<file path="src/rtl/fp_lane_packer.sv">
`default_nettype none
// ============================================================================
// Module   : fp_lane_packer
// Purpose  : Packs a serial FP operand-pair stream into LANES-wide groups with
//            zero padding, idle flush, one-group output buffering and a
//            delayed adder-tree enable pulse.
// Revision : 1.0
// ============================================================================
module fp_lane_packer #(
    parameter int DATA_W    = 32,
    parameter int LANES     = 16,
    parameter int SUM_DELAY = 64,
    parameter int IDLE_MAX  = 255
) (
    input  logic                    aclk,
    input  logic                    aresetn,
    input  logic [DATA_W-1:0]       in_A,
    input  logic [DATA_W-1:0]       in_B,
    input  logic                    in_valid,
    output logic                    in_ready,
    input  logic                    in_last,
    input  logic                    in_acc_sign,
    output logic [LANES*DATA_W-1:0] out_A,
    output logic [LANES*DATA_W-1:0] out_B,
    output logic [LANES-1:0]        out_mask,
    output logic                    out_valid,
    input  logic                    out_ready,
    output logic                    out_last,
    output logic                    out_flush,
    output logic                    out_acc_sign,
    output logic                    sum_clock_en,
    output logic                    busy
);
    localparam int                BUS_W     = LANES * DATA_W;
    localparam int                IDX_W     = (LANES > 1) ? $clog2(LANES) : 1;
    localparam logic [IDX_W-1:0]  LAST_IDX  = IDX_W'(LANES - 1);
    localparam logic [7:0]        IDLE_LAST = 8'(IDLE_MAX - 1);

    logic [BUS_W-1:0]     stg_a_q, stg_a_d, stg_b_q, stg_b_d;
    logic [LANES-1:0]     stg_mask_q, stg_mask_d;
    logic                 stg_sign_q, stg_sign_d;
    logic                 stg_last_q, stg_last_d;
    logic                 stg_flush_q, stg_flush_d;
    logic                 stg_closed_q, stg_closed_d;
    logic [IDX_W-1:0]     idx_q, idx_d;
    logic [7:0]           idle_q, idle_d;
    logic [BUS_W-1:0]     out_a_q, out_a_d, out_b_q, out_b_d;
    logic [LANES-1:0]     out_mask_q, out_mask_d;
    logic                 out_valid_q, out_valid_d;
    logic                 out_last_q, out_last_d;
    logic                 out_flush_q, out_flush_d;
    logic                 out_sign_q, out_sign_d;
    logic [SUM_DELAY-1:0] sum_q, sum_d;

    logic                 w_acc, w_slot_free, w_timeout, w_beat_close;
    logic                 w_close, w_xfer, w_sum_load;
    logic [BUS_W-1:0]     w_grp_a, w_grp_b;
    logic [LANES-1:0]     w_grp_mask;
    logic                 w_grp_sign, w_grp_last, w_grp_flush;

    always_comb begin
        w_acc        = in_valid & ~stg_closed_q;
        w_slot_free  = ~out_valid_q | out_ready;
        w_timeout    = (idx_q != '0) & ~stg_closed_q & ~w_acc & (idle_q == IDLE_LAST);
        w_beat_close = w_acc & (in_last | (idx_q == LAST_IDX));

        // Staging image including the beat landing on this edge.
        w_grp_a     = stg_a_q;
        w_grp_b     = stg_b_q;
        w_grp_mask  = stg_mask_q;
        w_grp_sign  = stg_sign_q;
        w_grp_last  = stg_last_q;
        w_grp_flush = stg_flush_q | w_timeout;
        if (w_acc) begin
            w_grp_a[idx_q*DATA_W +: DATA_W] = in_A;
            w_grp_b[idx_q*DATA_W +: DATA_W] = in_B;
            w_grp_mask[idx_q]               = 1'b1;
            w_grp_last                      = in_last;
            if (idx_q == '0) begin
                w_grp_sign = in_acc_sign;
            end
        end

        w_close    = stg_closed_q | w_beat_close | w_timeout;
        w_xfer     = w_close & w_slot_free;
        w_sum_load = out_valid_q & out_ready & out_last_q;

        stg_a_d      = stg_a_q;
        stg_b_d      = stg_b_q;
        stg_mask_d   = stg_mask_q;
        stg_sign_d   = stg_sign_q;
        stg_last_d   = stg_last_q;
        stg_flush_d  = stg_flush_q;
        stg_closed_d = stg_closed_q;
        idx_d        = idx_q;
        idle_d       = idle_q;

        if (w_xfer) begin
            stg_a_d      = '0;
            stg_b_d      = '0;
            stg_mask_d   = '0;
            stg_sign_d   = 1'b0;
            stg_last_d   = 1'b0;
            stg_flush_d  = 1'b0;
            stg_closed_d = 1'b0;
            idx_d        = '0;
            idle_d       = '0;
        end else if (w_close) begin
            stg_a_d      = w_grp_a;
            stg_b_d      = w_grp_b;
            stg_mask_d   = w_grp_mask;
            stg_sign_d   = w_grp_sign;
            stg_last_d   = w_grp_last;
            stg_flush_d  = w_grp_flush;
            stg_closed_d = 1'b1;
            idle_d       = '0;
        end else if (w_acc) begin
            stg_a_d      = w_grp_a;
            stg_b_d      = w_grp_b;
            stg_mask_d   = w_grp_mask;
            stg_sign_d   = w_grp_sign;
            idx_d        = idx_q + IDX_W'(1);
            idle_d       = '0;
        end else if (idx_q != '0) begin
            idle_d       = idle_q + 8'd1;
        end

        out_a_d     = out_a_q;
        out_b_d     = out_b_q;
        out_mask_d  = out_mask_q;
        out_last_d  = out_last_q;
        out_flush_d = out_flush_q;
        out_sign_d  = out_sign_q;
        out_valid_d = out_valid_q & ~out_ready;
        if (w_xfer) begin
            out_a_d     = w_grp_a;
            out_b_d     = w_grp_b;
            out_mask_d  = w_grp_mask;
            out_last_d  = w_grp_last;
            out_flush_d = w_grp_flush;
            out_sign_d  = w_grp_sign;
            out_valid_d = 1'b1;
        end
    end

    generate
        if (SUM_DELAY == 1) begin : g_sum_single
            assign sum_d = w_sum_load;
        end else begin : g_sum_chain
            assign sum_d = {sum_q[SUM_DELAY-2:0], w_sum_load};
        end
    endgenerate

    always_ff @(posedge aclk or negedge aresetn) begin
        if (!aresetn) begin
            stg_a_q      <= '0;
            stg_b_q      <= '0;
            stg_mask_q   <= '0;
            stg_sign_q   <= 1'b0;
            stg_last_q   <= 1'b0;
            stg_flush_q  <= 1'b0;
            stg_closed_q <= 1'b0;
            idx_q        <= '0;
            idle_q       <= '0;
            out_a_q      <= '0;
            out_b_q      <= '0;
            out_mask_q   <= '0;
            out_valid_q  <= 1'b0;
            out_last_q   <= 1'b0;
            out_flush_q  <= 1'b0;
            out_sign_q   <= 1'b0;
            sum_q        <= '0;
        end else begin
            stg_a_q      <= stg_a_d;
            stg_b_q      <= stg_b_d;
            stg_mask_q   <= stg_mask_d;
            stg_sign_q   <= stg_sign_d;
            stg_last_q   <= stg_last_d;
            stg_flush_q  <= stg_flush_d;
            stg_closed_q <= stg_closed_d;
            idx_q        <= idx_d;
            idle_q       <= idle_d;
            out_a_q      <= out_a_d;
            out_b_q      <= out_b_d;
            out_mask_q   <= out_mask_d;
            out_valid_q  <= out_valid_d;
            out_last_q   <= out_last_d;
            out_flush_q  <= out_flush_d;
            out_sign_q   <= out_sign_d;
            sum_q        <= sum_d;
        end
    end

    assign in_ready     = ~stg_closed_q;
    assign out_A        = out_a_q;
    assign out_B        = out_b_q;
    assign out_mask     = out_mask_q;
    assign out_valid    = out_valid_q;
    assign out_last     = out_last_q;
    assign out_flush    = out_flush_q;
    assign out_acc_sign = out_sign_q;
    assign sum_clock_en = sum_q[SUM_DELAY-1];
    assign busy         = (|stg_mask_q) | out_valid_q | (|sum_q);

endmodule
`default_nettype wire

</file>
<file path="config.mk">
export PLATFORM = sky130hd
export DESIGN_NAME = fp_lane_packer
export DESIGN_NICKNAME = d
export VERILOG_FILES = /design/src/rtl/fp_lane_packer.sv
export SDC_FILE = /design/constraint.sdc
export NUM_CORES = 2
export LEC_CHECK = 0
export CAP_MARGIN = 25
export CELL_PAD_IN_SITES_DETAIL_PLACEMENT = 1
export CELL_PAD_IN_SITES_GLOBAL_PLACEMENT = 1
export CORE_UTILIZATION = 44
export CTS_CLUSTER_DIAMETER = 200
export DETAILED_ROUTE_END_ITERATION = 7
export PLACE_DENSITY_LB_ADDON = 0.1
export SLEW_MARGIN = 25
export SYNTH_ARGS = -nofsm -noshare
export SYNTH_HDL_FRONTEND = slang
export SYNTH_SLANG_ARGS = --single-unit
export TNS_END_PERCENT = 10
</file>
<file path="constraint.sdc">
create_clock -name aclk -period 3.28 [get_ports aclk]
set_clock_uncertainty 0.2 [all_clocks]
set_input_delay 0.328 -clock aclk [delete_from_list [all_inputs] [get_ports aclk]]
set_output_delay 0.328 -clock aclk [all_outputs]
set_load 0.02 [all_outputs]
</file>
---- Yosys cells after proc, flatten, opt, wreduce, memory -nomap -nowiden ----
Index checks and enable logic that the tools add are counted.
storage, ports and cells
  register bits after elaboration ......... 2164
  output and inout port bits .............. 1047
  word-level logic and storage cells ...... 95
cells by class
  add/sub/neg operators ................... 3
  magnitude comparators ................... 2
  equal/unequal tests ..................... 3
  shift-type cells ........................ 3
  multiplexer cells ....................... 36
  bitwise gates (word level) .............. 21
  reduce and logical (&&, ||, !) cells .... 10
operators by type and width
  kind                         number
  $mux W512                    8
  $bwmux W512                  2
  $shiftx A32 B34 Y512         2
  $shift A32 B34 Y512 const A  1
  $mux W16                     4
  $reduce_or A64 Y1            1
  $neg A9 Y34                  1
  $mux W8                      4
  $or A16 B16 Y16              1
  $reduce_or A16 Y1            1
  $mux W1                      14
  $mux W4                      3
  $and A1 B1 Y1                9
  $add A8 B1 Y8 const B        1
  $eq A8 B8 Y1 const B         1
  $reduce_bool A4 Y1           2
  $or A1 B1 Y1                 7
  $lt A4 B5 Y1 const B         1
  $add A4 B1 Y4 const B        1
  $demux W1 S4                 1
  $eq A4 B4 Y1 const B         1
  $ge A4 B1 Y1 const B         1
  $logic_not A4 Y1             1
  $not A1 Y1                   4
  5 further kinds              6

---- Logic depth before layout (Yosys ltp) ----
  depth after elaboration ................. 9
  mapped depth ............................ 12
  depth with buffers taken out ............ 7

---- Worst setup path before layout ----
OpenSTA, ideal clock, no wires.
  kind .................................... register to register
  from .................................... reg idx_q[0]
  to ...................................... reg out_a_q[66], in the netlist out_A[66]
  library setup time ...................... 82 ps
  arrival ................................. 2745 ps
  data required time ...................... 2998 ps
  slack ................................... 253 ps
  cell stages (with the launch flop) ...... 12
  clock period less this slack ............ 3027 ps
  cells stage by stage .................... dfrtp_1 > clkbuf_1 > clkbuf_1 > nor3_1 > ha_1 > inv_1 > nor3_1 > and3_1 > buf_4 > clkbuf_1 > nand3_1 > a31oi_1
between the ends
  word-level cells in the longest chain between the ends .. 6
  elaborated cells on any way between the ends .. 15
  classes of those cells .................. add/sub: 1; eq/ne: 1; shift: 2; mux: 2; bitwise: 8; reduce/logical: 1
ends and longest elaborated chain
  what                                                                 RTL line  text
  start: declaration                                                   45        logic [IDX_W-1:0] idx_q, idx_d;
  start signal: assignment                                             181       idx_q <= idx_d;
  parallel branches: the longest is 6 deep, another holds $neg A9 Y34  n/a
  end signal: assignment                                               183       out_a_q <= out_a_d;
  end: declaration                                                     47        logic [BUS_W-1:0] out_a_q, out_a_d, out_b_q, out_b_d;
Several ways; the timed one is not identified.
A chain may end at the register's enable or synchronous reset.

---- Worst setup path in the final report ----
  from .................................... reg sum_q[63]
  to ...................................... out busy
between the ends
  word-level cells in the longest chain between the ends .. 2
ends and longest elaborated chain
  what                      RTL line  text
  start: declaration        53        logic [SUM_DELAY-1:0] sum_q, sum_d;
  start signal: assignment  190       sum_q <= sum_d;
  $reduce_or A64 Y1         203       assign busy = (|stg_mask_q) | out_valid_q | (|sum_q);
  $or A1 B1 Y1              203
  end: declaration          32        output logic busy
Every way passes these cells.

==> metrics.cfg <==
[outcome]
status = completed

[grt]
grt_pass1_wl_mm = 526
top_usage_layer = met2
grt_use_met1_pct = 45.1
use_met3_pct = 5.56
grt_usage_pct = 35.1
use_met2_pct = 54.7
overflow = 0
antenna_found_initial = 34
grt_max_degree = 139
grt_pass1_vias = 73100

[timing]
grt_setup_unrepaired = true
period_share_pct = 98.9
final.setup.worst_slack_ns = 0.0348
tns_ns = 0
relSlewSlack_pct = 33.1
maxSlewViolCount = 0
report.final.hold_viol_count = 0
worst_pin_slew_ns = 1.00
period_minus_slack_ns = 3.25
worst_hold_slack_ns = 0.0552
setup_viol = 0
fmax_mhz = 308

[clock_network]
cts_tree = yes
ctsRootBufferMaster = clkbuf_16
clk_pin_slew_ns = 0.06
cts.htree.levels = 4
clockBufferDepth = 3
cts_buffers = 226
clock_sinks = 2164
clock_latency_ns = 0.87

[worst_setup_path]
max_stage_delay_ns = 0.48
required_ns = 2.75
crit_path_max_fanout = 2
cp-start-kind = register
crit_path_start = sum_q[63]
crit_top_cell = nand4_1
cp-end-kind = primary output
worstSetupPathType = reg -> out
arrival_ns = 2.72
ff2ff_setup_slack_ns = 0.13
crit_chain = nor4_1 > nand4_1 > nor4_2 > nand4_1 > buf_2
crit-reg2reg-capture = stg_a_q[231]
endpoint = busy
slowest_stage = dfrtp_1
r2r-start = idx_q[0]
worstRegToRegCells = 8

[place]
port_buffers = 1116
post-place-ws_ns = -0.0568
dpl.hpwl_mm = 251
gp_congestion = 0.874

[logic_synthesis]
synth-edff-count = 0
ys_ff_latch = 2164
synthFlopType = dfrtp_1
synthCells = 7926
synth.top_cells.by_area = dfrtp_1, mux2i_1, a22o_1
syn-num-nets = 8003
yosysSeqAreaShare_pct = 60.9
synth_top_area_cell = dfrtp_1
synth_top_area_share_pct = 60.9
syn_area_um2 = 88900
yosys_warnings = 0
synth_area_per_cell_um2 = 11.2
synth_cell_types = 49
async_flop_share_pct = 100

[finish]
final_common_cell = dfrtp_1
fin_nets = 8916
final_cell_mix = dfrtp_1, nand2_1, clkdlybuf4s50_1
syn_to_final_growth_pct = 26.9
layout-drive-gt1-share_pct = 9.68
final_core_util_pct = 56.4
n_fill_cell = 20600

[die]
io_pins = 1117
num_rows = 164
start_util_pct = 44.4
dieArea_um2 = 204000
fp.dieW_um = 452
core-area_um2 = 200000
dieHeight_um = 452

[min_path]
hold_class = in -> reg

[routing]
via_per_inst = 6.02
post-route-drc-count = 0
wl_per_cell_um = 30.9
ant_nets = 0
drtIter0Drc = 6311
vias = 70600
wirelength_mm = 362
dr.pass1.iters = 5

[pwr]
power.leakage_nw = 52.6
p_total_mw = 65.6
ir_drop_mv = 0.555
p_per_area_nw_per_um2 = 582

[run]
cap_violations = 0

==> flip-flops by register name, summed over array words and instances (netlist names) <==
name / flops
out_A: 512
out_flush: 1
stg_last_q: 1
idx_q: 4
idle_q: 8
stg_flush_q: 1
stg_a_q: 512
out_B: 512
out_acc_sign: 1
sum_q: 64
out_mask: 16
stg_sign_q: 1
out_valid: 1
stg_closed_q: 1
out_last: 1
stg_b_q: 512
stg_mask_q: 16
==> Yosys cell counts (all sizes together) (2+ instances only) <==
| library cell | instances |
|---|---|
| a211oi | 3 |
| nor4 | 23 |
| nand2 | 1155 |
| mux2i | 758 |
| nor2 | 398 |
| xor2 | 5 |
| nor3b | 2 |
| ha | 7 |
| buf | 470 |
| and2 | 105 |
| nand3 | 273 |
| nand4 | 7 |
| nand2b | 18 |
| a21oi | 18 |
| a31oi | 268 |
| clkbuf | 373 |
| or4 | 3 |
| or2 | 3 |
| a22o | 608 |
| and3 | 70 |
| dfrtp | 2164 |
| a32o | 64 |
| o2bb2ai | 288 |
| o31ai | 2 |
| or3 | 11 |
| nor3 | 10 |
| xnor2 | 4 |
| nor2b | 24 |
| inv | 6 |
| o21ai | 779 |
==> metrics by stage <==
step | cells | instance area [um2]
4_1_cts | 11700 | 113000
3_3_place_gp | 11200 | 105000
6_report | 11700 | 113000
5_1_grt | 11700 | 113000
3_5_place_dp | 11200 | 105000
2_1_floorplan | 7926 | 88900
==> where the power goes <==
group	total, mW	switching [mW]	internal [mW]
Sequential	28.8	1.10	27.7
Combinational	10.2	6.94	3.31
Clock	26.6	11.2	15.3
==> worst min path at each step <==
stage / start / end / slack (ns) / cells after the start
floorplan: aresetn / idle_q[0] / -0.17 / 0
global placement: aresetn / out_A[118] / 0.14 / 1
detailed placement: aresetn / out_A[118] / 0.13 / 1
CTS: in_A[22] / out_A[342] / 0.003 / 4
global route: in_A[22] / out_A[342] / 0.04 / 4
finish: in_A[22] / out_A[342] / 0.06 / 4
==> cell families after synthesis <==
group	Yosys count	share of synthesized area, %
xor gates and xnor gates	9	0.0886
buffers and inverters	849	4.23
DFF	2164	60.9
muxes	759	8.54
AOI/OAI and AO/OA	2033	16.0
adders and majority gates	7	0.0985
and+or+nand+nor	2105	10.2
==> critical path: cells and delay by family (launching register included) <==
family | cells | cell delay (ns)
DFF | 1 | 0.48
buffers and inverters | 1 | 0.27
and+or+nand+nor | 4 | 1.11
==> repair_timing <==
| item | 4_1_cts | 5_1_grt |
|---|---|---|
| pin swaps | 1 | 3 |
| buffers inserted | 0 | 4 |
| hold endpoints to repair | 1804 | 0 |
| setup endpoints to repair | 86 | 314 |
| hold buffers | 24 | 0 |
| gates resized for setup | 8 | 27 |
==> layer usage <==
layer,up-vias,share of wire [%]
li1,29800,-
met1,37300,40
met2,2659,46
met3,780,5.6
met4,6,7.9
met5,-,0.0097
==> layout make-up <==
type                       count  area, um2  area share (%)
clock inverter                79        883           0.783
timing repair buffer        1528      16100            14.3
antenna                       38       95.1          0.0843
inverter                       6       22.5          0.0200
clock buffer                 337       6740            5.97
tap                         2656       3320            2.94
sequential                  2164      54200            48.0
multi-input combinational   4913      31500            27.9
No activity file was read; power rests on OpenSTA's default activity.
